**src/rtl/mem_arbiter_if.sv**
```systemverilog
// Bundles the ifetch, data and shared-memory signals of the two-port memory arbiter.
// The slave modport is the arbiter's view; master is the surrounding system's view.
interface mem_arbiter_if;
  logic         ifetch_read;
  logic [11:0]  ifetch_address;
  logic [127:0] ifetch_rdata;
  logic         ifetch_resp;

  logic         d_read;
  logic         d_write;
  logic [11:0]  d_address;
  logic [127:0] d_wdata;
  logic [15:0]  d_sel;
  logic [127:0] d_rdata;
  logic         d_resp;

  logic         pmem_read;
  logic         pmem_write;
  logic [11:0]  pmem_address;
  logic [127:0] pmem_wdata;
  logic [15:0]  pmem_sel;
  logic [127:0] pmem_rdata;
  logic         pmem_resp;

  modport slave (
    input  ifetch_read, ifetch_address,
    input  d_read, d_write, d_address, d_wdata, d_sel,
    input  pmem_rdata, pmem_resp,
    output ifetch_rdata, ifetch_resp,
    output d_rdata, d_resp,
    output pmem_read, pmem_write, pmem_address, pmem_wdata, pmem_sel
  );

  modport master (
    output ifetch_read, ifetch_address,
    output d_read, d_write, d_address, d_wdata, d_sel,
    output pmem_rdata, pmem_resp,
    input  ifetch_rdata, ifetch_resp,
    input  d_rdata, d_resp,
    input  pmem_read, pmem_write, pmem_address, pmem_wdata, pmem_sel
  );
endinterface

```
**src/rtl/mem_arbiter.sv**
```systemverilog
// Arbitrates instruction-fetch and data line requests onto one shared memory port.
// Data normally wins collisions; ifetch is forced after STARVE_LIMIT data grants.
module mem_arbiter #(
  parameter int unsigned STARVE_LIMIT = 4
) (
  input  logic         clk,
  input  logic         rst,
  mem_arbiter_if.slave bus
);

  localparam logic [2:0] LIMIT = 3'(STARVE_LIMIT);

  typedef enum logic [1:0] {
    IDLE   = 2'd0,
    IFETCH = 2'd1,
    DATA   = 2'd2
  } state_t;

  state_t       state;
  state_t       state_next;
  logic [2:0]   starve_cnt;

  // Transaction latches: the only source of the pmem request outputs.
  logic [11:0]  lat_addr;
  logic [127:0] lat_wdata;
  logic [15:0]  lat_sel;
  logic         lat_write;

  logic [127:0] i_line;
  logic [127:0] d_line;

  logic         data_req;
  logic         grant_i;
  logic         grant_d;
  logic         resp_ok;

  assign data_req = bus.d_read | bus.d_write;
  // A response landing in the reset cycle belongs to an abandoned transaction.
  assign resp_ok  = bus.pmem_resp & ~rst;

  // NOTE: every signal written here gets a default first, so no path leaves one unassigned and no latch is inferred.
  always_comb begin
    state_next = state;
    grant_i    = 1'b0;
    grant_d    = 1'b0;
    case (state)
      IDLE: begin
        if (bus.ifetch_read && (!data_req || starve_cnt == LIMIT)) begin
          grant_i    = 1'b1;
          state_next = IFETCH;
        end else if (data_req) begin
          grant_d    = 1'b1;
          state_next = DATA;
        end
      end
      IFETCH, DATA: begin
        if (bus.pmem_resp) state_next = IDLE;
      end
      default: state_next = IDLE;
    endcase
  end

  // NOTE: state registers use non-blocking assignments so every flop samples pre-edge values.
  always_ff @(posedge clk) begin
    if (rst) begin
      state      <= IDLE;
      starve_cnt <= '0;
      lat_write  <= 1'b0;
      lat_addr   <= '0;
      // NOTE: the wide data latches and line holders are reset too, so post-reset outputs read as zero rather than stale lines.
      lat_wdata  <= '0;
      lat_sel    <= '0;
      i_line     <= '0;
      d_line     <= '0;
    end else begin
      state <= state_next;

      if (grant_i) begin
        lat_addr   <= bus.ifetch_address;
        lat_wdata  <= '0;
        lat_sel    <= '0;
        lat_write  <= 1'b0;
        starve_cnt <= '0;
      end

      if (grant_d) begin
        lat_addr  <= bus.d_address;
        lat_write <= bus.d_write;
        lat_wdata <= bus.d_write ? bus.d_wdata : '0;
        lat_sel   <= bus.d_write ? bus.d_sel   : '0;
        if (bus.ifetch_read && starve_cnt < LIMIT) starve_cnt <= starve_cnt + 3'd1;
      end

      if (state == IFETCH && bus.pmem_resp) i_line <= bus.pmem_rdata;
      if (state == DATA   && bus.pmem_resp) d_line <= bus.pmem_rdata;
    end
  end

  assign bus.pmem_read    = (state == IFETCH) || (state == DATA && !lat_write);
  assign bus.pmem_write   = (state == DATA) && lat_write;
  assign bus.pmem_address = lat_addr;
  assign bus.pmem_wdata   = lat_wdata;
  assign bus.pmem_sel     = lat_sel;

  assign bus.ifetch_resp  = (state == IFETCH) && resp_ok;
  assign bus.d_resp       = (state == DATA)   && resp_ok;

  // The owner sees the memory line in its response cycle; otherwise the last line is held.
  assign bus.ifetch_rdata = bus.ifetch_resp ? bus.pmem_rdata : i_line;
  assign bus.d_rdata      = bus.d_resp      ? bus.pmem_rdata : d_line;

endmodule

```
**src/flat_wrapper.sv**
```systemverilog
// flat-port wrapper written by rule: the top's interface ports become plain ports
module mem_arbiter_flat 
#(
  parameter int unsigned STARVE_LIMIT = 4
)
  (clk, rst, bus_ifetch_read, bus_ifetch_address, bus_d_read, bus_d_write, bus_d_address, bus_d_wdata, bus_d_sel, bus_pmem_rdata, bus_pmem_resp, bus_ifetch_rdata, bus_ifetch_resp, bus_d_rdata, bus_d_resp, bus_pmem_read, bus_pmem_write, bus_pmem_address, bus_pmem_wdata, bus_pmem_sel);
  mem_arbiter_if bus_i ();
  input  logic clk;
  input  logic rst;
  input wire logic [$bits(bus_i.ifetch_read)-1:0] bus_ifetch_read;
  input wire logic [$bits(bus_i.ifetch_address)-1:0] bus_ifetch_address;
  input wire logic [$bits(bus_i.d_read)-1:0] bus_d_read;
  input wire logic [$bits(bus_i.d_write)-1:0] bus_d_write;
  input wire logic [$bits(bus_i.d_address)-1:0] bus_d_address;
  input wire logic [$bits(bus_i.d_wdata)-1:0] bus_d_wdata;
  input wire logic [$bits(bus_i.d_sel)-1:0] bus_d_sel;
  input wire logic [$bits(bus_i.pmem_rdata)-1:0] bus_pmem_rdata;
  input wire logic [$bits(bus_i.pmem_resp)-1:0] bus_pmem_resp;
  output wire logic [$bits(bus_i.ifetch_rdata)-1:0] bus_ifetch_rdata;
  output wire logic [$bits(bus_i.ifetch_resp)-1:0] bus_ifetch_resp;
  output wire logic [$bits(bus_i.d_rdata)-1:0] bus_d_rdata;
  output wire logic [$bits(bus_i.d_resp)-1:0] bus_d_resp;
  output wire logic [$bits(bus_i.pmem_read)-1:0] bus_pmem_read;
  output wire logic [$bits(bus_i.pmem_write)-1:0] bus_pmem_write;
  output wire logic [$bits(bus_i.pmem_address)-1:0] bus_pmem_address;
  output wire logic [$bits(bus_i.pmem_wdata)-1:0] bus_pmem_wdata;
  output wire logic [$bits(bus_i.pmem_sel)-1:0] bus_pmem_sel;
  assign bus_i.ifetch_read = bus_ifetch_read;
  assign bus_i.ifetch_address = bus_ifetch_address;
  assign bus_i.d_read = bus_d_read;
  assign bus_i.d_write = bus_d_write;
  assign bus_i.d_address = bus_d_address;
  assign bus_i.d_wdata = bus_d_wdata;
  assign bus_i.d_sel = bus_d_sel;
  assign bus_i.pmem_rdata = bus_pmem_rdata;
  assign bus_i.pmem_resp = bus_pmem_resp;
  assign bus_ifetch_rdata = bus_i.ifetch_rdata;
  assign bus_ifetch_resp = bus_i.ifetch_resp;
  assign bus_d_rdata = bus_i.d_rdata;
  assign bus_d_resp = bus_i.d_resp;
  assign bus_pmem_read = bus_i.pmem_read;
  assign bus_pmem_write = bus_i.pmem_write;
  assign bus_pmem_address = bus_i.pmem_address;
  assign bus_pmem_wdata = bus_i.pmem_wdata;
  assign bus_pmem_sel = bus_i.pmem_sel;
  mem_arbiter #(.STARVE_LIMIT(STARVE_LIMIT)) u_core (.clk(clk), .rst(rst), .bus(bus_i));
endmodule
```
**config.mk**
```make
export PLATFORM = sky130hd
export DESIGN_NAME = mem_arbiter_flat
export DESIGN_NICKNAME = d
export VERILOG_FILES = /design/src/rtl/mem_arbiter_if.sv /design/src/rtl/mem_arbiter.sv /design/src/flat_wrapper.sv
export SDC_FILE = /design/constraint.sdc
export NUM_CORES = 1
export LEC_CHECK = 0
export ABC_AREA = 1
export CAP_MARGIN = 5
export CORE_AREA = 8 8 274 276
export DETAILED_ROUTE_END_ITERATION = 16
export DIE_AREA = 0 0 282 284
export HOLD_SLACK_MARGIN = 0.06
export SKIP_LAST_GASP = 1
export SYNTH_ARGS = -nofsm -noshare
export SYNTH_HDL_FRONTEND = slang
export SYNTH_SLANG_ARGS = --single-unit
```
**constraint.sdc**
```tcl
create_clock -name clk -period 2.3 [get_ports clk]
set_clock_uncertainty 0.1 [all_clocks]
set_input_delay 0.46 -clock clk [delete_from_list [all_inputs] [get_ports clk]]
set_output_delay 0.46 -clock clk [all_outputs]
set_load 0.05 [all_outputs]
```
==> results by group, run 1 <==
Outcome
  • Status: complete, but fails checks
  • Violations in the final reports: setup timing

Place
  • # port buffers: 717
  • Half-perimeter wire length after detailed placement: 54000 um
  • Final estimated routing congestion in global placement: 0.832
  • DP Area: 27700 sq um

GRT
  • Wire length of the first global-routing pass: 105000 um
  • Vias in the first global route: 16658
  • Antenna violations before repair: 8
  • Final global-route overflow total: 0
  • Overall Global Routing Usage: 0.169
  • Pin count of the biggest net entering global routing: 161

Clock tree
  • Clock tree from TritonCTS: built
  • Insertion delay of the later-clocked pin in the worst-skew pair: 0.58 ns
  • H-Tree Level Count: 2
  • Clock Tree Buf Depth: 3
  • Worst-path clk slew: 0.06 ns
  • Clk sink count: 418
  • Clock buffer count from CTS: 49
  • Clock root buffer: sky130_fd_sc_hd__clkbuf_16
  • Hold buffer count at cts: 0

Power
  • Power density over the cells: 653 nW/um^2
  • Switch share: 0.307
  • Sequential group share of total power: 0.376
  • Internal power: 14.2 mW
  • Combinational fraction of design power: 0.254
  • Net switching power figure: 6.30 mW
  • Clock share of power: 0.371
  • Max IR drop VDD: 0.000551 V
  • Leakage component of the power: 12.0 nW

Floorplan
  • Die span in y: 284 um
  • Cell Rows: 98
  • Number of I/O pins: 718
  • Core Footprint: 70800 sq um
  • Floorplan die area: 80100 sq um
  • Initial standard-cell utilization of the core: 0.230
  • Die X-Extent: 282 um

Logic synthesis
  • Post-synthesis cell area: 16300 sq um
  • Syn_nets: 2484
  • Synthesized area per cell: 7.48 sq um
  • Count of unique library cells instantiated by Yosys: 24
  • Cells after Synth: 2177
  • Number of synthesized register bits: 418
  • Syn. warnings: 0
  • Post-synthesis sequential area ratio: 0.514

Timing
  • Peak Freq: 0.342 GHz
  • Final number of setup-violating endpoints: 311
  • Setup repair after global routing missed its margin: true
  • Fin Setup TNS: -129.12 ns
  • Number of pins exceeding their max-slew limit in the final report: 0
  • Worst slew margin relative to its limit: 0.433
  • Number of endpoints with negative hold slack in the final report: 0
  • Final period utilization: 1.27
  • Least-Margin Pin Slew: 0.851 ns
  • Post-route setup slack: -0.624 ns
  • Final Critical Period: 2.92 ns

Cells and area
  • Layout cells sized above 1: 0.241
  • Net count of the finished layout: 3277
  • Number of fillers in the final layout: 6718
  • Finished layout cell area: 31400 sq um
  • Area growth from synthesis to layout: 92.8%

Critical path
  • RR Startpoint: u_core.state[0]
  • Endpoint class of the critical path: output pin
  • Crit path max fanout: 7
  • CP required: 1.74 ns
  • Critical Path Start Type: flop
  • Type of the setup path with the least slack: flop to output pin
  • Register-to-register setup slack: 0.25 ns
  • Depth of the worst register-to-register path: 9
  • Critical path data arrival time: 2.36 ns
  • End of the worst register-to-register path: u_core.bus.pmem_wdata[34]

Drt
  • Detail-routed net length per standard cell: 19.4 um
  • Number of nets with antenna violations after detailed routing: 0
  • Vias post-DR: 17516
  • DR iter-0 viols: 1006
  • Detailed-router iteration count before antenna repair: 5
  • Detailed-route wire length: 76900 um
  • Residual DRC count: 0
  • Number of vias per cell after detailed routing: 4.42

Min path
  • Worst min-delay path endpoint: u_core.state[0]
  • Worst Min Path Start: bus_d_write
  • Class of the tightest hold or removal check: input pin to flop
  • Hold path depth: 6

Flow run
  • Number of max-cap violations: 0
-- cell families after synthesis --
family	count (synthesis)	synth area share
and+or+nand+nor	639	0.162
AOI/OAI and AO/OA	676	0.208
buffers and inverters	439	0.112
adders and majority gates	5	0.00384
DFF	418	0.514
-- worst max-delay path by stage --
| stage | start | to | cells past startpoint |
|---|---|---|---|
| 2_1_floorplan | u_core.state[0] | bus_d_rdata[18] | 7 |
| 3_3_place_gp | bus_pmem_resp | bus_ifetch_rdata[107] | 7 |
| 3_5_place_dp | bus_pmem_resp | bus_ifetch_rdata[81] | 8 |
| 4_1_cts | u_core.state[1] | bus_ifetch_rdata[65] | 11 |
| 5_1_grt | u_core.state[1] | bus_ifetch_rdata[33] | 10 |
| 6_report | u_core.state[0] | bus_d_rdata[16] | 11 |
-- power by group through the flow --
stage / logic, mW / registers [mW] / clock network, mW
2_1_floorplan: 1.81 / 8.43 / 0
3_3_place_gp: 4.88 / 7.84 / 0
3_5_place_dp: 4.89 / 7.85 / 0
4_1_cts: 4.95 / 7.70 / 7.82
5_1_grt: 5.47 / 7.73 / 8.09
6_report: 5.20 / 7.70 / 7.60
-- cell usage in the layout (no fill, tap or decap), types with 4 or more instances in the layout --
cell | synthesis | layout
sky130_fd_sc_hd__buf_16 | 0 | 13
sky130_fd_sc_hd__buf_4 | 14 | 110
sky130_fd_sc_hd__a21oi_1 | 148 | 148
sky130_fd_sc_hd__buf_6 | 6 | 11
sky130_fd_sc_hd__inv_2 | 5 | 7
sky130_fd_sc_hd__inv_1 | 277 | 275
sky130_fd_sc_hd__buf_12 | 0 | 291
sky130_fd_sc_hd__nand3_1 | 170 | 170
sky130_fd_sc_hd__o21ai_1 | 2 | 83
sky130_fd_sc_hd__clkbuf_16 | 0 | 72
sky130_fd_sc_hd__dfxtp_1 | 418 | 416
sky130_fd_sc_hd__nand2_4 | 0 | 14
sky130_fd_sc_hd__clkbuf_1 | 58 | 15
sky130_fd_sc_hd__nand2_2 | 1 | 18
sky130_fd_sc_hd__clkbuf_8 | 0 | 12
sky130_fd_sc_hd__buf_8 | 0 | 6
sky130_fd_sc_hd__o21ai_2 | 2 | 132
sky130_fd_sc_hd__diode_2 | 0 | 5
sky130_fd_sc_hd__clkinv_2 | 0 | 4
sky130_fd_sc_hd__nor2_1 | 28 | 28
sky130_fd_sc_hd__o21ai_0 | 522 | 290
sky130_fd_sc_hd__o21ai_4 | 0 | 21
sky130_fd_sc_hd__nand2_1 | 434 | 402
sky130_fd_sc_hd__clkdlybuf4s50_1 | 0 | 447
-- timing repair --
action / 4_1_cts / 5_1_grt
cloned: 8 / 24
setup endpoints to repair: 400 / 407
pin swaps: 1 / 1
resized for setup: 111 / 220
setup buffers: 14 / 34
-- routing by layer --
layer	track usage	up-vias	part of all wire	wire (um)
met3	0.0594	128	0.084	6470
met2	0.287	583	0.48	37300
li1	-	8694	-	-
met5	0	-	0.00035	27
met4	0.0603	4	0.033	2510
met1	0.195	8107	0.40	30700
-- area by class of cell --
class                   count  area (sq um)  share of cell area
well taps                 950          1190              0.0378
inverters                 282          1060              0.0337
repair buffers            899         12200               0.389
diodes                      5          12.5            0.000398
flip-flops and latches    418          8370               0.267
clock buffers              78          1500              0.0477
multi-input cells        1320          7010               0.223
clock inverters             8          51.3             0.00163
-- through the flow --
stage | hold slack [ns] | setup WS (ns) | cells | util | total power, mW
global route | 0.264 | -0.737 | 3960 | 0.444 | 21.3
finish | 0.230 | -0.624 | 3960 | 0.444 | 20.5
global placement | 0.348 | -0.444 | 3792 | 0.392 | 12.7
floorplan | 0.340 | -0.416 | 2177 | - | 10.2
detailed placement | 0.350 | -0.508 | 3792 | 0.392 | 12.7
CTS | 0.183 | -0.667 | 3900 | 0.423 | 20.5
-- synthesized netlist by cell type --
master | n | share of area
sky130_fd_sc_hd__dfxtp_1 | 418 | 0.51
sky130_fd_sc_hd__nor2_1 | 28 | 0.0065
sky130_fd_sc_hd__o21bai_1 | 1 | 0.00046
sky130_fd_sc_hd__inv_2 | 5 | 0.0012
sky130_fd_sc_hd__o21a_1 | 1 | 0.00046
sky130_fd_sc_hd__nand3b_1 | 1 | 0.00046
sky130_fd_sc_hd__o21ai_1 | 2 | 0.00061
sky130_fd_sc_hd__nand3_1 | 170 | 0.052
sky130_fd_sc_hd__nand2_1 | 434 | 0.10
sky130_fd_sc_hd__nand2_2 | 1 | 0.00038
sky130_fd_sc_hd__nor2_4 | 1 | 0.00069
sky130_fd_sc_hd__clkbuf_2 | 2 | 0.00061
sky130_fd_sc_hd__a21oi_1 | 148 | 0.045
sky130_fd_sc_hd__buf_4 | 14 | 0.0065
sky130_fd_sc_hd__ha_1 | 5 | 0.0038
sky130_fd_sc_hd__buf_2 | 65 | 0.020
sky130_fd_sc_hd__o21ai_2 | 2 | 0.0011
sky130_fd_sc_hd__nor2_2 | 2 | 0.00077
sky130_fd_sc_hd__nand4_1 | 2 | 0.00077
sky130_fd_sc_hd__inv_1 | 277 | 0.064
sky130_fd_sc_hd__o21ai_0 | 522 | 0.16
sky130_fd_sc_hd__buf_1 | 12 | 0.0028
sky130_fd_sc_hd__clkbuf_1 | 58 | 0.013
sky130_fd_sc_hd__buf_6 | 6 | 0.0041
-- registers in the layout (all words and copies together) (netlist names) --
signal / cells
u_core.i_line: 128
u_core.bus.pmem_wdata: 128
u_core.bus.pmem_address: 12
u_core.bus.pmem_sel: 16
u_core.state: 2
u_core.d_line: 128
u_core.starve_cnt: 3
u_core.lat_write: 1
-- worst max-delay path, cell delays in order (launching register included) --
cell and delay (ns):
sky130_fd_sc_hd__dfxtp_2 0.35, sky130_fd_sc_hd__inv_2 0.06, sky130_fd_sc_hd__ha_4 0.17, sky130_fd_sc_hd__nand2_4 0.06
sky130_fd_sc_hd__nor2_4 0.05, sky130_fd_sc_hd__buf_6 0.13, sky130_fd_sc_hd__buf_12 0.12, sky130_fd_sc_hd__clkbuf_16 0.17
sky130_fd_sc_hd__buf_8 0.13, sky130_fd_sc_hd__buf_12 0.15, sky130_fd_sc_hd__o21ai_1 0.21, sky130_fd_sc_hd__buf_12 0.17
(Power assumes the default switching activity.)
==> inputs of run 2 (changes only) <==
--- a/config.mk
+++ b/config.mk
@@ -6,8 +6,10 @@
 export NUM_CORES = 1
 export LEC_CHECK = 0
 export ABC_AREA = 1
-export CAP_MARGIN = 5
+export CAP_MARGIN = 15
 export CORE_AREA = 8 8 274 276
+export CTS_CLUSTER_DIAMETER = 50
+export CTS_CLUSTER_SIZE = 12
 export DETAILED_ROUTE_END_ITERATION = 16
 export DIE_AREA = 0 0 282 284
 export HOLD_SLACK_MARGIN = 0.06
==> results by group, run 2 (synthesis gave the netlist of run 1 again) <==
Min path
  • Class of the tightest hold or removal check: input pin to flop
  • Worst Min Path Start: bus_d_write

Cells and area
  • Sequential cell area: 8380 sq um (about the same)
  • Most used cells in the layout excluding fill and tap cells: sky130_fd_sc_hd__dfxtp_1 (416), sky130_fd_sc_hd__nand2_1 (364), sky130_fd_sc_hd__clkdlybuf4s50_1 (299)
  • Most common library cell in the layout ignoring fill and taps: sky130_fd_sc_hd__dfxtp_1
  • Finished layout cell area: 33100 sq um (+5.4%)
  • Multi-input combinational cell area: 7900 sq um (+13%)
  • Area growth from synthesis to layout: 103%
  • Layout cells sized above 1: 0.289 (+0.0482)
  • Post-layout instance count excluding filler cells: 3979 (+0.48%)
  • Net count of the finished layout: 3285 (+0.24%)
  • Number of fillers in the final layout: 6532 (-2.8%)

Timing
  • Setup repair after global routing missed its margin: true
  • Peak Freq: 0.353 GHz (+3.1%)
  • Least-Margin Pin Slew: 0.828 ns (-0.0228 ns)
  • Final Critical Period: 2.84 ns (-0.0884 ns)
  • Final period utilization: 1.23 (-0.0384)
  • Number of pins exceeding their max-slew limit in the final report: 0 (unchanged)
  • Fin Setup TNS: -112.02 ns (+17.10 ns)
  • Final number of setup-violating endpoints: 258 (-17%)
  • Number of endpoints with negative hold slack in the final report: 0 (unchanged)
  • Post-route setup slack: -0.536 ns (+0.0884 ns)
  • Worst slew margin relative to its limit: 0.448 (+0.0152)

Power
  • Max IR drop VDD: 0.000587 V (+6.5%)
  • Leakage component of the power: 15.2 nW (+27%)
  • Switch share: 0.311 (+0.00433)
  • Clock share of power: 0.411 (+0.040)
  • Combinational fraction of design power: 0.240 (-0.014)
  • Total Power: 22.1 mW (+7.6%)
  • Sequential group share of total power: 0.349 (-0.027)
  • Internal power: 15.2 mW (+6.9%)
  • Power density over the cells: 667 nW/um^2 (+2.1%)
  • Net switching power figure: 6.87 mW (+9.1%)

Clock tree
  • Insertion delay of the later-clocked pin in the worst-skew pair: 0.59 ns (about the same)
  • Clock tree from TritonCTS: built
  • Clk sink count: 418 (unchanged)
  • Hold buffer count at cts: 0 (unchanged)
  • Clock buffer count from CTS: 57 (+16%)
  • Clock Tree Buf Depth: 3 (unchanged)
  • H-Tree Level Count: 2 (unchanged)
  • Clock root buffer: sky130_fd_sc_hd__clkbuf_16
  • Worst-path clk slew: 0.06 ns (about the same)

Critical path
  • Cell type of the slowest stage on the worst timing path: sky130_fd_sc_hd__dfxtp_4
  • Buffers & Inverters on Critical Path: 5 (-2)
  • Type of the setup path with the least slack: flop to output pin
  • Cell class contributing the biggest share of worst-path delay: buffers and inverters
  • Endpoint class of the critical path: output pin
  • CP required: 1.74 ns (about the same)
  • Origin of the worst setup path: u_core.state[1]
  • RR Startpoint: u_core.state[0]
  • Cell repeated most along the worst path: sky130_fd_sc_hd__buf_12
  • Critical Path Start Type: flop
  • Critical path data arrival time: 2.28 ns (-0.08 ns)
  • Crit path max fanout: 14 (+7)
  • Critical path cell sequence: inv_4, ha_4, nand2_4, nor2_4, buf_12, clkbuf_16, buf_16, nand2_1, o21ai_1, buf_12
  • CP max stage delay: 0.36 ns (about the same)

Place
  • DP Area: 27700 sq um (unchanged)
  • Half-perimeter wire length after detailed placement: 54000 um (unchanged)
  • # port buffers: 717 (unchanged)
  • Post-Place Setup Slack: -0.508 ns (unchanged)
  • Final estimated routing congestion in global placement: 0.832 (unchanged)
  • Instance count after placement with tap cells included: 3792 (unchanged)

Drt
  • Detailed-router iteration count before antenna repair: 5 (unchanged)
  • Detailed-route wire length: 77800 um (+1.1%)
  • Vias post-DR: 17777 (+1.5%)
  • Residual DRC count: 0 (unchanged)
  • Number of vias per cell after detailed routing: 4.47 (+1.0%)
  • Number of nets with antenna violations after detailed routing: 0 (unchanged)
  • Detail-routed net length per standard cell: 19.6 um (+0.65%)
  • DR iter-0 viols: 973 (-3.3%)

GRT
  • Pin count of the biggest net entering global routing: 161 (unchanged)
  • Vias in the first global route: 16883 (+1.4%)
  • Wire length of the first global-routing pass: 107000 um (+1.6%)
  • Overall Global Routing Usage: 0.172 (+0.00314)
  • Antenna violations before repair: 8 (unchanged)
  • Final global-route overflow total: 0 (unchanged)

Floorplan
  • Cell Rows: 98 (unchanged)
  • Initial standard-cell utilization of the core: 0.230 (unchanged)
  • Core Footprint: 70800 sq um (unchanged)
  • Die span in y: 284 um (unchanged)
  • Floorplan die area: 80100 sq um (unchanged)
  • Number of I/O pins: 718 (unchanged)
  • Die X-Extent: 282 um (unchanged)

Outcome
  • Violations in the final reports: setup timing
  • Status: complete, but fails checks

Flow run
  • Number of max-cap violations: 0 (unchanged)
[run 2: timing repair]
item / 4_1_cts / 5_1_grt
setup buffers: 20 / 30
gates cloned: 10 / 21
endpoints found under the setup margin: 408 / 407
pin swaps: 3 / 6
endpoints found under the hold margin: 0 / 0
gates resized for setup: 125 / 593
[run 2: per-layer routing]
metal / global-route usage / part of all wire / vias up
li1: - / - / 8725
met1: 0.199 / 0.39 / 8316
met2: 0.288 / 0.48 / 581
met3: 0.0615 / 0.088 / 151
met4: 0.0669 / 0.034 / 4
met5: 0 / 0.00035 / -
[run 2: metrics by stage]
stage	hold slack, ns	utilization
6_report	0.212	0.468
5_1_grt	0.246	0.468
4_1_cts	0.172	0.432
3_5_place_dp	0.350	0.392
3_3_place_gp	0.348	0.392
2_1_floorplan	0.340	-
[run 2: worst min-delay path, delay by kind of cell]
family | cells | cell delay [ns]
AOI/OAI and AO/OA | 1 | 0.05
and+or+nand+nor | 3 | 0.20
buffers and inverters | 2 | 0.15
[run 2: layout make-up]
class,instances,area share
timing repair buffer,899,0.382
sequential,418,0.253
multi-input combinational,1320,0.239
clock buffer,66,0.0450
tap,950,0.0359
inverter,282,0.0321
clock inverter,38,0.0131
antenna,6,0.000453
[run 2: path summary, 6_finish.rpt]
kind | slack [ns] | to | cells after the start
max | -0.54 | bus_ifetch_rdata[11] | 10
min | 0.21 | u_core.state[0] | 6
max reg2reg | 0.22 | u_core.bus.pmem_wdata[89] | 9
min reg2reg | 0.36 | u_core.bus.pmem_wdata[42] | 2
[run 2: power by group through the flow]
stage	Sequential (mW)	Clock [mW]	Combinational, mW
final	7.70	9.07	5.31
after global routing	7.73	9.56	5.57
after CTS	7.70	9.26	5.05
after detailed placement	7.85	0	4.89
after global placement	7.84	0	4.88
after floorplan	8.43	0	1.81
